File: src/rtl/lsu_pkg.sv
// -----------------------------------------------------------------------------
// lsu_pkg
// Shared definitions for the load/store bus controller:
//   LsuDataWidth - default width of addresses and data
//   lsu_state_e  - controller FSM state encoding (IDLE, REQ, WAIT, DONE)
// No ports (package).
// -----------------------------------------------------------------------------
package lsu_pkg;

    localparam int LsuDataWidth = 32;

    typedef enum logic [1:0] {
        IDLE = 2'd0,  // no access outstanding, capturing a new request
        REQ  = 2'd1,  // bus request asserted, waiting for grant
        WAIT = 2'd2,  // load granted, waiting for the read response
        DONE = 2'd3   // completion cycle, data_valid pulses here
    } lsu_state_e;

endpackage

File: src/rtl/lsu_bus_ctrl_if.sv
// -----------------------------------------------------------------------------
// lsu_bus_ctrl_if
// Bundles the memory-stage side and the bus side of the LSU bus controller.
//
// Parameter:
//   DataWidth - width of addresses and data
//
// Memory-stage side:
//   request, we_re, mask, addr, store_data  -> controller
//   stall, data_valid, load_data, bus_err   <- controller
// Bus side:
//   mem_req, mem_we, mem_addr, mem_wdata, mem_mask <- controller
//   mem_gnt, mem_rvalid, mem_rdata                 -> controller
//
// Handshake rules:
//   - request is held high by the memory stage until data_valid pulses; the
//     access attributes are sampled only in the cycle the controller is IDLE.
//   - mem_req stays high, with stable address/data/mask, until a cycle in
//     which mem_gnt is high; that cycle is the transfer of the request.
//   - mem_rvalid is only meaningful from the cycle after a load grant; the
//     response is taken in the first such cycle with mem_rvalid high.
//   - data_valid is a single-cycle pulse; bus_err, when set, pulses with it.
//
// Modports:
//   master - the controller's view
//   slave  - the environment's view (memory stage plus bus)
// -----------------------------------------------------------------------------
interface lsu_bus_ctrl_if
    import lsu_pkg::*;
#(
    parameter int DataWidth = LsuDataWidth
);

    // memory-stage side
    logic                 request;
    logic                 we_re;
    logic [3:0]           mask;
    logic [DataWidth-1:0] addr;
    logic [DataWidth-1:0] store_data;
    logic                 stall;
    logic                 data_valid;
    logic [DataWidth-1:0] load_data;
    logic                 bus_err;

    // bus side
    logic                 mem_req;
    logic                 mem_we;
    logic [DataWidth-1:0] mem_addr;
    logic [DataWidth-1:0] mem_wdata;
    logic [3:0]           mem_mask;
    logic                 mem_gnt;
    logic                 mem_rvalid;
    logic [DataWidth-1:0] mem_rdata;

    modport master (
        input  request, we_re, mask, addr, store_data,
        input  mem_gnt, mem_rvalid, mem_rdata,
        output stall, data_valid, load_data, bus_err,
        output mem_req, mem_we, mem_addr, mem_wdata, mem_mask
    );

    modport slave (
        output request, we_re, mask, addr, store_data,
        output mem_gnt, mem_rvalid, mem_rdata,
        input  stall, data_valid, load_data, bus_err,
        input  mem_req, mem_we, mem_addr, mem_wdata, mem_mask
    );

endinterface

File: src/rtl/lsu_timeout_cnt.sv
// -----------------------------------------------------------------------------
// lsu_timeout_cnt
// Bus-wait cycle counter used by lsu_bus_ctrl when LSU_TIMEOUT_EN is defined.
//
// Parameter:
//   TimeoutCycles - count value at which terminal asserts
// Ports:
//   clk      in  clock, rising edge
//   rst      in  asynchronous active-low reset, clears the count
//   clear    in  synchronous clear (has priority over enable)
//   enable   in  count one cycle
//   terminal out count == TimeoutCycles while enable is high
// -----------------------------------------------------------------------------
module lsu_timeout_cnt #(
    parameter int TimeoutCycles = 255
) (
    input  logic clk,
    input  logic rst,
    input  logic clear,
    input  logic enable,
    output logic terminal
);

    localparam int CntWidth = (TimeoutCycles < 1) ? 1 : $clog2(TimeoutCycles + 1);

    logic [CntWidth-1:0] cnt;

    always_ff @(posedge clk or negedge rst) begin
        if (!rst) begin
            cnt <= '0;
        end else if (clear) begin
            cnt <= '0;
        end else if (enable) begin
            cnt <= cnt + CntWidth'(1);
        end
    end

    // Qualified with enable so a count left over from a previous access
    // cannot look like a timeout outside the waiting states.
    assign terminal = enable && (cnt == CntWidth'(TimeoutCycles));

endmodule

File: src/rtl/lsu_bus_ctrl.sv
// -----------------------------------------------------------------------------
// lsu_bus_ctrl
// Load/store unit bus controller. Captures a memory-stage access, issues it
// on a simple req/gnt bus, waits for the read response on loads and reports
// completion with a one-cycle data_valid pulse.
//
// Optional feature macro: LSU_TIMEOUT_EN
//   defined   - a wait counter (lsu_timeout_cnt) aborts an access stuck in
//               REQ/WAIT for TimeoutCycles cycles, pulsing bus_err with
//               data_valid and returning load_data = 0.
//   undefined - no counter, bus_err is constant 0, the block waits forever.
//
// Parameters:
//   DataWidth     - address/data width
//   TimeoutCycles - bus-wait limit (only used with LSU_TIMEOUT_EN)
// Ports:
//   clk       in  clock, rising edge
//   rst       in  asynchronous active-low reset
//   bus       lsu_bus_ctrl_if.master, memory-stage and bus signals
//   dbg_state out current FSM state
// -----------------------------------------------------------------------------
module lsu_bus_ctrl
    import lsu_pkg::*;
#(
    parameter int DataWidth     = LsuDataWidth,
    parameter int TimeoutCycles = 255
) (
    input  logic               clk,
    input  logic               rst,
    lsu_bus_ctrl_if.master     bus,
    output lsu_state_e         dbg_state
);

    lsu_state_e           state;

    // access attributes captured in IDLE and frozen until the next IDLE
    logic                 cap_we;
    logic [3:0]           cap_mask;
    logic [DataWidth-1:0] cap_addr;
    logic [DataWidth-1:0] cap_wdata;

    // registered outputs
    logic                 mem_req_q;
    logic                 mem_we_q;
    logic                 data_valid_q;
    logic                 bus_err_q;
    logic [DataWidth-1:0] load_data_q;

    // high when the wait limit is reached in REQ/WAIT
    logic                 timeout;

`ifdef LSU_TIMEOUT_EN
    logic cnt_clear;
    logic cnt_en;

    // Clear on the cycle that moves IDLE -> REQ so the count starts at 0 in
    // the first REQ cycle; count across REQ and WAIT as one budget.
    assign cnt_clear = (state == IDLE) && bus.request;
    assign cnt_en    = (state == REQ) || (state == WAIT);

    lsu_timeout_cnt #(
        .TimeoutCycles (TimeoutCycles)
    ) u_timeout_cnt (
        .clk      (clk),
        .rst      (rst),
        .clear    (cnt_clear),
        .enable   (cnt_en),
        .terminal (timeout)
    );
`else
    assign timeout = 1'b0;
`endif

    always_ff @(posedge clk or negedge rst) begin
        if (!rst) begin
            state        <= IDLE;
            cap_we       <= 1'b0;
            cap_mask     <= '0;
            cap_addr     <= '0;
            cap_wdata    <= '0;
            mem_req_q    <= 1'b0;
            mem_we_q     <= 1'b0;
            data_valid_q <= 1'b0;
            bus_err_q    <= 1'b0;
            load_data_q  <= '0;
        end else begin
            // completion flags are pulses, set only on the edge into DONE
            data_valid_q <= 1'b0;
            bus_err_q    <= 1'b0;

            unique case (state)
                IDLE: begin
                    if (bus.request) begin
                        cap_we    <= bus.we_re;
                        cap_mask  <= bus.mask;
                        cap_addr  <= bus.addr;
                        cap_wdata <= bus.store_data;
                        mem_req_q <= 1'b1;
                        mem_we_q  <= bus.we_re;
                        state     <= REQ;
                    end
                end

                REQ: begin
                    // mem_rvalid is deliberately not looked at here
                    if (bus.mem_gnt) begin
                        mem_req_q <= 1'b0;
                        mem_we_q  <= 1'b0;
                        if (cap_we) begin
                            data_valid_q <= 1'b1;
                            state        <= DONE;
                        end else begin
                            state <= WAIT;
                        end
                    end else if (timeout) begin
                        mem_req_q    <= 1'b0;
                        mem_we_q     <= 1'b0;
                        data_valid_q <= 1'b1;
                        bus_err_q    <= 1'b1;
                        load_data_q  <= '0;
                        state        <= DONE;
                    end
                end

                WAIT: begin
                    if (bus.mem_rvalid) begin
                        load_data_q  <= bus.mem_rdata;
                        data_valid_q <= 1'b1;
                        state        <= DONE;
                    end else if (timeout) begin
                        data_valid_q <= 1'b1;
                        bus_err_q    <= 1'b1;
                        load_data_q  <= '0;
                        state        <= DONE;
                    end
                end

                DONE: begin
                    // no capture here: a waiting request is taken in IDLE
                    state <= IDLE;
                end

                default: begin
                    state <= IDLE;
                end
            endcase
        end
    end

    // Stall drops in DONE so the pipeline advances in the completion cycle.
    assign bus.stall      = bus.request && (state != DONE);
    assign bus.data_valid = data_valid_q;
    assign bus.load_data  = load_data_q;
    assign bus.bus_err    = bus_err_q;

    assign bus.mem_req    = mem_req_q;
    assign bus.mem_we     = mem_we_q;
    assign bus.mem_addr   = {cap_addr[DataWidth-1:2], 2'b00};
    assign bus.mem_wdata  = cap_wdata;
    assign bus.mem_mask   = cap_mask;

    assign dbg_state      = state;

endmodule
File: src/flat_wrapper.sv
// flat-port wrapper written by rule: the top's interface ports become plain ports
module lsu_bus_ctrl_flat import lsu_pkg::*;
#(
    parameter int DataWidth     = LsuDataWidth,
    parameter int TimeoutCycles = 255
)
  (clk, rst, dbg_state, bus_request, bus_we_re, bus_mask, bus_addr, bus_store_data, bus_mem_gnt, bus_mem_rvalid, bus_mem_rdata, bus_stall, bus_data_valid, bus_load_data, bus_bus_err, bus_mem_req, bus_mem_we, bus_mem_addr, bus_mem_wdata, bus_mem_mask);
  lsu_bus_ctrl_if #(.DataWidth(DataWidth)) bus_i ();
  input  logic clk;
  input  logic rst;
  output lsu_state_e dbg_state;
  input wire logic [$bits(bus_i.request)-1:0] bus_request;
  input wire logic [$bits(bus_i.we_re)-1:0] bus_we_re;
  input wire logic [$bits(bus_i.mask)-1:0] bus_mask;
  input wire logic [$bits(bus_i.addr)-1:0] bus_addr;
  input wire logic [$bits(bus_i.store_data)-1:0] bus_store_data;
  input wire logic [$bits(bus_i.mem_gnt)-1:0] bus_mem_gnt;
  input wire logic [$bits(bus_i.mem_rvalid)-1:0] bus_mem_rvalid;
  input wire logic [$bits(bus_i.mem_rdata)-1:0] bus_mem_rdata;
  output wire logic [$bits(bus_i.stall)-1:0] bus_stall;
  output wire logic [$bits(bus_i.data_valid)-1:0] bus_data_valid;
  output wire logic [$bits(bus_i.load_data)-1:0] bus_load_data;
  output wire logic [$bits(bus_i.bus_err)-1:0] bus_bus_err;
  output wire logic [$bits(bus_i.mem_req)-1:0] bus_mem_req;
  output wire logic [$bits(bus_i.mem_we)-1:0] bus_mem_we;
  output wire logic [$bits(bus_i.mem_addr)-1:0] bus_mem_addr;
  output wire logic [$bits(bus_i.mem_wdata)-1:0] bus_mem_wdata;
  output wire logic [$bits(bus_i.mem_mask)-1:0] bus_mem_mask;
  assign bus_i.request = bus_request;
  assign bus_i.we_re = bus_we_re;
  assign bus_i.mask = bus_mask;
  assign bus_i.addr = bus_addr;
  assign bus_i.store_data = bus_store_data;
  assign bus_i.mem_gnt = bus_mem_gnt;
  assign bus_i.mem_rvalid = bus_mem_rvalid;
  assign bus_i.mem_rdata = bus_mem_rdata;
  assign bus_stall = bus_i.stall;
  assign bus_data_valid = bus_i.data_valid;
  assign bus_load_data = bus_i.load_data;
  assign bus_bus_err = bus_i.bus_err;
  assign bus_mem_req = bus_i.mem_req;
  assign bus_mem_we = bus_i.mem_we;
  assign bus_mem_addr = bus_i.mem_addr;
  assign bus_mem_wdata = bus_i.mem_wdata;
  assign bus_mem_mask = bus_i.mem_mask;
  lsu_bus_ctrl #(.DataWidth(DataWidth), .TimeoutCycles(TimeoutCycles)) u_core (.clk(clk), .rst(rst), .bus(bus_i), .dbg_state(dbg_state));
endmodule
File: config.mk
export PLATFORM = sky130hd
export DESIGN_NAME = lsu_bus_ctrl_flat
export DESIGN_NICKNAME = d
export VERILOG_FILES = /design/src/rtl/lsu_pkg.sv /design/src/rtl/lsu_bus_ctrl_if.sv /design/src/rtl/lsu_timeout_cnt.sv /design/src/rtl/lsu_bus_ctrl.sv /design/src/flat_wrapper.sv
export SDC_FILE = /design/constraint.sdc
export NUM_CORES = 1
export LEC_CHECK = 0
export CORE_ASPECT_RATIO = 1.25
export CORE_UTILIZATION = 30
export CTS_CLUSTER_DIAMETER = 80
export DETAILED_ROUTE_END_ITERATION = 7
export GPL_TIMING_DRIVEN = 0
export PLACE_DENSITY_LB_ADDON = 0.3
export SETUP_SLACK_MARGIN = 0.15
export SLEW_MARGIN = 0
export SYNTH_ARGS = -nofsm -noshare
export SYNTH_HDL_FRONTEND = slang
export SYNTH_HIERARCHICAL = 1
export SYNTH_SLANG_ARGS = --single-unit
File: constraint.sdc
create_clock -name clk -period 3 [get_ports clk]
set_input_delay 0.45 -clock clk [delete_from_list [all_inputs] [get_ports clk]]
set_output_delay 0.45 -clock clk [all_outputs]
set_load 0.005 [all_outputs]
==> results of run 1 <==
## report_power, final
part	switching, W	internal (W)	leakage (nW)
Clock	0.000497	0.000753	0.152
Sequential	0.000373	0.00212	1.23
Combinational	0.000905	0.00219	1.58
## layout make-up
type	instances	area share, %
plain buffers	13	1.43
clock buffers	11	3.56
clock inverters	5	1.17
inverters	3	0.165
multi-input cells	132	21.6
flip-flops and latches	104	38.2
well taps	171	3.14
repair buffers	208	30.8
## worst min-delay path by stage
stage / from / to / slack (ps) / cells past startpoint
4_1_cts: rst / u_core/bus.load_data[30] / 130 / 1
2_1_floorplan: rst / u_core/bus.data_valid / 150 / 0
3_3_place_gp: u_core/bus.load_data[10] / u_core/bus.load_data[10] / 490 / 1
6_report: rst / u_core/bus.load_data[30] / 100 / 1
5_1_grt: rst / u_core/bus.load_data[30] / 160 / 1
3_5_place_dp: u_core/bus.load_data[24] / u_core/bus.load_data[24] / 490 / 1
## layer usage
metal  share of wire (%)  vias to the layer above  wire length, um
met4                 3.4                        0              348
li1                    -                     1320                -
met2                  52                      121             5310
met1                  37                     1414             3800
met5                   0                        -                0
met3                 6.8                       24              689
## flip-flops by register name, summed over array words and instances, names as in the netlist
register	flops
u_core/bus.mem_we	1
u_core/bus.mem_req	1
u_core/bus.mem_wdata	32
u_core/dbg_state	2
u_core/cap_we	1
u_core/cap_addr	30
u_core/bus.load_data	32
u_core/bus.mem_mask	4
u_core/bus.data_valid	1
## Yosys cell counts (2+ instances only)
cell / n / share of area [%]
buf_2: 6 / 0.72
mux2_2: 70 / 19
nand2b_1: 4 / 0.60
mux2_4: 30 / 11
buf_4: 3 / 0.54
inv_1: 3 / 0.27
buf_6: 4 / 1.1
nand3_1: 3 / 0.36
o21ai_0: 2 / 0.24
ha_1: 6 / 1.8
a21oi_1: 2 / 0.24
dfrtp_1: 104 / 62
## stage by stage
stage	setup TNS, ps	std cells
6_report	0	647
5_1_grt	0	647
4_1_cts	0	647
3_5_place_dp	0	631
3_3_place_gp	-256750	630
2_1_floorplan	0	252
## worst max-delay path: stages
cell and delay [ps]:
clkdlybuf4s50_1 580, nor2b_1 160, clkdlybuf4s50_1 520
## cell families after synthesis
kind of cell             count (synthesis)  synth area share (%)
multiplexers                           100                  29.7
other                                    1                0.0898
AND/OR/NAND/NOR                         14                  2.01
AO/OA/AOI/OAI                            9                  1.50
flip-flops                             104                  62.3
adder cells (fa/ha/maj)                  6                  1.80
buffers and inverters                   16                  2.61
==> flow_metrics.env, run 1 <==
export IMPL_status="completed"
export IMPL_synth_edf_count=0
export IMPL_htreeDepth=3
export IMPL_finalPower_w=0.00684
export IMPL_cts_clk_slew_worst_paths_ps=70
export IMPL_area_delta_synth_final_pct=63.3
export IMPL_grt_pass1_wl_mm=16.0
export IMPL_netlist_area_sq_um=4180
export IMPL_dieArea_sq_um=14400
export IMPL_top_usage_layer="met2"
export IMPL_ys_types=25
export IMPL_fp_row_count=47
export IMPL_antenna_cells=0
export IMPL_slew_headroom_pct=58.5
export IMPL_nets=583
export IMPL_met2_usage_pct=25.0
export IMPL_min_period_over_period_pct=72.2
export IMPL_multi_input_area_sq_um=1470
export IMPL_final_common_cell="clkdlybuf4s50_1"
export IMPL_io_buffer_count=207
export IMPL_nFillCells=1182
export IMPL_drtIter0Drc=58
export IMPL_grtUsageTotal_pct=14.5
export IMPL_antenna_found_initial=0
export IMPL_cts_resized=0
export IMPL_worstSetupEndpoint="bus_stall"
export IMPL_gr_usage_met3_pct=3.30
export IMPL_drv_cap=0
export IMPL_fin_hold_ws_ps=104
export IMPL_num_vias=2879
export IMPL_finClkSkew_ps=7.88
export IMPL_ff_latch_area_sq_um=2600
export IMPL_r2r_start="u_core/dbg_state[0]"
export IMPL_avgSynthCellArea_sq_um=16.7
export IMPL_cp_arrival_ps=1710
export IMPL_ioPinCount=213
export IMPL_grt_met1_usage_pct=16.1
export IMPL_tightest_slew_ps=623
export IMPL_rr_endpoint="u_core/cap_addr[9]"
export IMPL_crit_fanout=6
export IMPL_ys_flop_type="dfrtp_1"
export IMPL_routed_via_density=4.45
export IMPL_dieWidth_um=108
export IMPL_maxSlewViolCount=0
export IMPL_start_util_pct=31.1
export IMPL_ys_seq_area_share_pct=62.3
export IMPL_cp_required_ps=2550
export IMPL_endpoint_kind="output pin"
export IMPL_most_common_layout_cells="clkdlybuf4s50_1, dfrtp_1, mux2_2, mux2_4, clkbuf_16"
export IMPL_core_sq_um=13400
export IMPL_synthCells=250
export IMPL_detail_route_antenna_nets=0
export IMPL_post_drt_wl_per_cell_um=15.7
export IMPL_critPathKind="input pin to output pin"
export IMPL_dr_pass1_iters=4
export IMPL_final_area_sq_um=6820
export IMPL_post_route_util_pct=50.8
export IMPL_dp_hpwl_mm=7.75
export IMPL_clock_fmax_ghz=0.462
export IMPL_start_kind="input pin"
export IMPL_post_cts_repair_setup_buffers=0
export IMPL_fin_ws_ps=835
export IMPL_dieHeight_um=134
export IMPL_numCtsBuffers=9
export IMPL_drc_errors=0
export IMPL_final_hold_viol_count=0
export IMPL_grt_start_max_net_pins=60
export IMPL_async_reset_ff_share_pct=100
export IMPL_cts_sinks=104
export IMPL_drive_above_1_share_pct=27.7
export IMPL_grt_overflow=0
export IMPL_grt_pass1_vias=3107
export IMPL_irDropWorstVdd_mv=0.371
export IMPL_setup_viol=0
export IMPL_ys_warn_count=6
export IMPL_crit_start="bus_request"
export IMPL_pre_cts_ws_ps=834
export IMPL_finalCriticalPeriod_ps=2160
export IMPL_power_density_nw_per_um2=1000
export IMPL_hold_path_class="input pin to async pin"
export IMPL_cts_root_buffer="clkbuf_16"
export IMPL_dpl_cell_area_sq_um=6490
export IMPL_rr_worst_depth=6
export IMPL_holdBufCountCts=0
export IMPL_leakagePower_nw=2.96
export IMPL_grt_setup_unrepaired="false"
export IMPL_gp_routability_congestion=0.693
export IMPL_clkLatencyLatePin_ps=340
export IMPL_wirelength_mm=10.1
export IMPL_synth_seq_cells=104
export IMPL_cts_tree="done"
export IMPL_reg2reg_slack_ps=1160
export IMPL_clockBufferDepth=2
No activity file was read; power rests on OpenSTA's default activity.
==> inputs of run 2 (changes only) <==
==> constraint.sdc (replaced) <==
create_clock -name clk -period 1.7 [get_ports clk]
set_input_delay 0.255 -clock clk [delete_from_list [all_inputs] [get_ports clk]]
set_output_delay 0.255 -clock clk [all_outputs]
set_load 0.005 [all_outputs]
==> run 2 against run 1 <==
Largest power group unchanged; critical path type is now flip-flop to flip-flop; power rose by 76%; via count decreased by 0.87%; largest cell class unchanged; utilization is 0.93 points higher.
==> flow_metrics.env, run 2 (synthesis results as in run 1) <==
export IMPL_clkLatencyLatePin_ps=340
export IMPL_grt_pass1_vias=3136
export IMPL_antenna_cells=0
export IMPL_cts_clk_slew_worst_paths_ps=70
export IMPL_num_vias=2854
export IMPL_drc_errors=0
export IMPL_met2_usage_pct=24.4
export IMPL_clock_fmax_ghz=0.647
export IMPL_clkPwrFrac_pct=15.9
export IMPL_dieArea_sq_um=14400
export IMPL_finalCriticalPeriod_ps=1550
export IMPL_rr_endpoint="u_core/cap_addr[9]"
export IMPL_drive_above_1_share_pct=30.1
export IMPL_start_kind="flip-flop"
export IMPL_grtUsageTotal_pct=14.4
export IMPL_maxSlewViolCount=0
export IMPL_irDropWorstVdd_mv=0.831
export IMPL_power_switching_w=0.00322
export IMPL_tightest_slew_ps=693
export IMPL_fin_ws_ps=155
export IMPL_finalPower_w=0.0121
export IMPL_slew_headroom_pct=53.8
export IMPL_antenna_found_initial=0
export IMPL_grt_setup_unrepaired="true"
export IMPL_rr_worst_depth=7
export IMPL_cp_arrival_ps=1770
export IMPL_nFillCells=1183
export IMPL_combPwrFrac_pct=47.8
export IMPL_critPathKind="flip-flop to flip-flop"
export IMPL_core_sq_um=13400
export IMPL_fp_row_count=47
export IMPL_min_period_over_period_pct=90.9
export IMPL_finClkSkew_ps=10.5
export IMPL_setup_tns_ps=0
export IMPL_grt_start_max_net_pins=54
export IMPL_grt_overflow=0
export IMPL_dr_pass1_iters=4
export IMPL_endpoint_kind="flip-flop"
export IMPL_grt_pass1_wl_mm=16.1
export IMPL_drv_cap=0
export IMPL_r2r_start="u_core/dbg_state[1]"
export IMPL_internal_power_w=0.00884
export IMPL_drtIter0Drc=43
export IMPL_pwr_share_seq_pct=36.3
export IMPL_ioPinCount=213
export IMPL_gr_usage_met3_pct=4.08
export IMPL_p_sw_share_pct=26.7
export IMPL_wirelength_mm=10.1
export IMPL_cp_required_ps=1920
export IMPL_reg2reg_slack_ps=150
export IMPL_start_util_pct=31.1
export IMPL_cts_sinks=104
export IMPL_most_common_layout_cells="clkdlybuf4s50_1, dfrtp_1, mux2_2, mux2_4, buf_4"
export IMPL_fin_hold_ws_ps=492
export IMPL_hold_path_class="input pin to async pin"
export IMPL_setup_viol=0
export IMPL_crit_fanout=10
export IMPL_power_density_nw_per_um2=1740
export IMPL_io_buffer_count=207
export IMPL_dieHeight_um=134
export IMPL_gp_routability_congestion=0.727
export IMPL_detail_route_antenna_nets=0
export IMPL_post_drt_wl_per_cell_um=15.4
export IMPL_clockBufferDepth=2
export IMPL_ff_latch_area_sq_um=2600
export IMPL_cts_tree="done"
export IMPL_numCtsBuffers=9
export IMPL_final_common_cell="clkdlybuf4s50_1"
export IMPL_leakagePower_nw=3.05
export IMPL_grt_met1_usage_pct=17.0
export IMPL_routed_via_density=4.35
export IMPL_pre_cts_ws_ps=-164
export IMPL_dp_hpwl_mm=7.57
export IMPL_multi_input_area_sq_um=1500
export IMPL_area_delta_synth_final_pct=66.3
export IMPL_nets=593
export IMPL_final_hold_viol_count=0
export IMPL_top_usage_layer="met2"
export IMPL_dieWidth_um=108
export IMPL_htreeDepth=3
export IMPL_cts_root_buffer="clkbuf_16"
export IMPL_status="completed"
==> run 2: cell count changes in the layout (fill, tap and decap cells not counted), moves of 3 or more <==
cell             previous run  this run
buf_4                       4        15
buf_2                       6         0
buf_8                       0         5
clkdlybuf4s50_1           206       202
buf_6                       4         1
==> run 2: per-layer routing <==
metal  part of all wire, %  vias up
li1                      -     1331
met1                    40     1388
met2                    51      123
met3                   6.9       12
met4                   1.8        0
met5                     0        -
==> run 2: worst max-delay path by stage <==
stage / startpoint / endpoint / slack (ps) / cells after the start
floorplan: u_core/dbg_state[0] / u_core/bus.load_data[10] / 150 / 5
global placement: rst / u_core/cap_addr[29] / -3510 / 1
detailed placement: u_core/dbg_state[0] / u_core/bus.load_data[21] / -160 / 5
CTS: u_core/dbg_state[0] / bus_stall / 110 / 3
global route: u_core/dbg_state[1] / u_core/dbg_state[1] / 90 / 6
finish: u_core/dbg_state[1] / u_core/cap_addr[9] / 150 / 7
==> run 2: cell type report <==
| type | count | area share [%] |
|---|---|---|
| buffer | 13 | 2.31 |
| timing repair buffer | 218 | 31.3 |
| tap | 171 | 3.08 |
| clock inverter | 4 | 0.451 |
| sequential | 104 | 37.5 |
| multi-input combinational | 132 | 21.6 |
| clock buffer | 11 | 3.50 |
| inverter | 3 | 0.234 |
==> run 2: power by group through the flow <==
stage / registers [W] / clock network (W) / logic (W)
global route: 0.00455 / 0.00210 / 0.00618
finish: 0.00438 / 0.00191 / 0.00576
global placement: 0.00438 / 0 / 0.00545
CTS: 0.00439 / 0.00199 / 0.00578
detailed placement: 0.00445 / 0 / 0.00554
floorplan: 0.00451 / 0 / 0.00217
==> run 2: critical path, cell delays in order, from the launching register on <==
cell     delay (ps)
dfrtp_1         400
buf_6           140
inv_6            60
ha_4            140
nand2_4          70
buf_12          150
buf_8           150
mux2_4          300
==> run 2: repair_timing <==
item	in CTS	in global routing
endpoints found under the setup margin	101	67
hold endpoints to repair	52	0
hold buffers	1	0
resized for setup	23	11
gates cloned	0	0
setup buffers	5	4
==> run 2: stage by stage <==
| stage | instances | utilization, % | cell area, sq um |
|---|---|---|---|
| 2_1_floorplan | 252 | - | 4190 |
| 3_3_place_gp | 630 | 48.3 | 6470 |
| 3_5_place_dp | 631 | 48.5 | 6500 |
| 4_1_cts | 652 | 51.4 | 6890 |
| 5_1_grt | 656 | 51.8 | 6940 |
| 6_report | 656 | 51.8 | 6940 |
==> inputs of run 3 (changes only) <==
--- a/config.mk
+++ b/config.mk
@@ -10,7 +10,7 @@
 export CTS_CLUSTER_DIAMETER = 80
 export DETAILED_ROUTE_END_ITERATION = 7
 export GPL_TIMING_DRIVEN = 0
-export PLACE_DENSITY_LB_ADDON = 0.3
+export PLACE_DENSITY = 0.78
 export SETUP_SLACK_MARGIN = 0.15
 export SLEW_MARGIN = 0
 export SYNTH_ARGS = -nofsm -noshare
==> run 3 against run 2 <==
Worst setup slack worse by 3.6 ps; combinational power is 1% higher; utilization is 0.27 points higher; sequential share of layout area is 0.18 points lower; power is 1.6% higher; critical endpoint is now u_core/cap_addr[10]; wire length is 1.7% higher; highest routed layer unchanged.
==> flow_metrics.env, run 3 (synthesis results as in run 1) <==
export IMPL_hold_path_class="input pin to async pin"
export IMPL_finalCriticalPeriod_ps=1550
export IMPL_post_drt_wl_per_cell_um=15.7
export IMPL_grtUsageTotal_pct=14.2
export IMPL_start_util_pct=31.1
export IMPL_internal_power_w=0.00900
export IMPL_fin_hold_ws_ps=489
export IMPL_endpoint_kind="flip-flop"
export IMPL_rr_endpoint="u_core/cap_addr[10]"
export IMPL_drc_errors=0
export IMPL_grt_start_max_net_pins=56
export IMPL_tightest_slew_ps=661
export IMPL_ioPinCount=213
export IMPL_dp_hpwl_mm=7.82
export IMPL_setup_viol=0
export IMPL_numCtsBuffers=9
export IMPL_slew_headroom_pct=56.0
export IMPL_cts_clk_slew_worst_paths_ps=70
export IMPL_worstSetupEndpoint="u_core/cap_addr[10]"
export IMPL_leakagePower_nw=3.05
export IMPL_clock_fmax_ghz=0.646
export IMPL_combPwrFrac_pct=47.6
export IMPL_clkLatencyLatePin_ps=340
export IMPL_drv_cap=0
export IMPL_start_kind="flip-flop"
export IMPL_dieWidth_um=108
export IMPL_grt_setup_unrepaired="true"
export IMPL_grt_pass1_vias=3184
export IMPL_drive_above_1_share_pct=30.0
export IMPL_power_switching_w=0.00325
export IMPL_fp_row_count=47
export IMPL_pwr_share_seq_pct=36.0
export IMPL_final_common_cell="clkdlybuf4s50_1"
export IMPL_min_period_over_period_pct=91.1
export IMPL_power_density_nw_per_um2=1760
export IMPL_io_buffer_count=207
export IMPL_rr_worst_depth=7
export IMPL_routed_via_density=4.45
export IMPL_detail_route_antenna_nets=0
export IMPL_drtIter0Drc=48
export IMPL_final_hold_viol_count=0
export IMPL_cts_tree="done"
export IMPL_p_sw_share_pct=26.5
export IMPL_crit_start="u_core/dbg_state[1]"
export IMPL_dieHeight_um=134
export IMPL_maxSlewViolCount=0
export IMPL_core_sq_um=13400
export IMPL_gp_routability_congestion=0.713
export IMPL_dr_pass1_iters=4
export IMPL_antenna_cells=0
export IMPL_antenna_found_initial=0
export IMPL_critPathKind="flip-flop to flip-flop"
export IMPL_cp_required_ps=1920
export IMPL_cts_sinks=104
export IMPL_cp_arrival_ps=1770
export IMPL_reg2reg_slack_ps=150
export IMPL_finalPower_w=0.0122
export IMPL_num_vias=2915
export IMPL_crit_fanout=10
export IMPL_clockBufferDepth=2
export IMPL_nets=592
export IMPL_grt_pass1_wl_mm=15.8
export IMPL_clkPwrFrac_pct=16.4
export IMPL_area_delta_synth_final_pct=67.1
export IMPL_irDropWorstVdd_mv=0.708
export IMPL_most_common_layout_cells="clkdlybuf4s50_1, dfrtp_1, mux2_2, mux2_4, buf_4"
export IMPL_wirelength_mm=10.3
export IMPL_finClkSkew_ps=4.83
export IMPL_dieArea_sq_um=14400
export IMPL_r2r_start="u_core/dbg_state[1]"
export IMPL_grt_overflow=0
export IMPL_status="completed"
export IMPL_cts_root_buffer="clkbuf_16"
export IMPL_htreeDepth=3
## run 3: worst min path at each step
stage	start	to	slack, ps	cells after the start
finish	rst	u_core/cap_addr[3]	490	2
global route	bus_addr[21]	u_core/cap_addr[21]	500	2
CTS	u_core/bus.load_data[18]	u_core/bus.load_data[18]	510	1
detailed placement	rst	u_core/cap_addr[3]	330	1
global placement	u_core/cap_addr[25]	u_core/cap_addr[25]	490	1
floorplan	rst	u_core/bus.data_valid	-40	0
## run 3: layer usage
metal / vias up / wire length (um) / global-route usage (%) / part of all wire [%]
met3: 7 / 920 / 5.10 / 9.0
met5: - / 0 / 0 / 0
met2: 143 / 5310 / 25.5 / 52
met1: 1435 / 3950 / 15.6 / 38
li1: 1330 / - / - / -
met4: 0 / 96 / 4.34 / 0.93
## run 3: cell type report
cell class / instances / area (sq um)
Timing Repair Buffer: 217 / 2180
Inverter: 3 / 16.3
Fill cell: 1154 / 6430
Clock inverter: 4 / 55.1
Clock buffer: 11 / 233
Tap cell: 171 / 214
Buffer: 13 / 170
Sequential cell: 104 / 2600
Multi-Input combinational cell: 132 / 1500
## run 3: stage by stage
step	setup TNS [ps]	setup slack, ps	utilization (%)	cells	area (sq um)
2_1_floorplan	0	146	-	252	4190
3_3_place_gp	-361810	-3470	48.3	630	6470
3_5_place_dp	-6110	-169	48.5	631	6500
4_1_cts	0	81.7	51.7	653	6930
5_1_grt	0	98.6	52.0	655	6980
6_report	0	151	52.0	655	6980
## run 3: critical path, stage by stage, from the launching register on
cell     delay, ps
dfrtp_1        400
buf_6          140
inv_6           60
ha_4           140
nand2_4         80
buf_12         160
buf_12         150
mux2_4         300
## run 3: timing repair
item / 4_1_cts / 5_1_grt
cloned: 0 / 1
pin swaps: 0 / 1
resized for setup: 29 / 8
hold buffers: 1 / 0
endpoints found under the hold margin: 49 / 0
buffers inserted: 6 / 1
setup endpoints to repair: 101 / 88
## run 3: power groups by stage
stage / Combinational (W) / Sequential (W) / Clock, W
after floorplan: 0.00217 / 0.00451 / 0
after global placement: 0.00542 / 0.00439 / 0
after detailed placement: 0.00556 / 0.00446 / 0
after CTS: 0.00584 / 0.00442 / 0.00210
after global routing: 0.00622 / 0.00456 / 0.00220
final: 0.00583 / 0.00441 / 0.00201
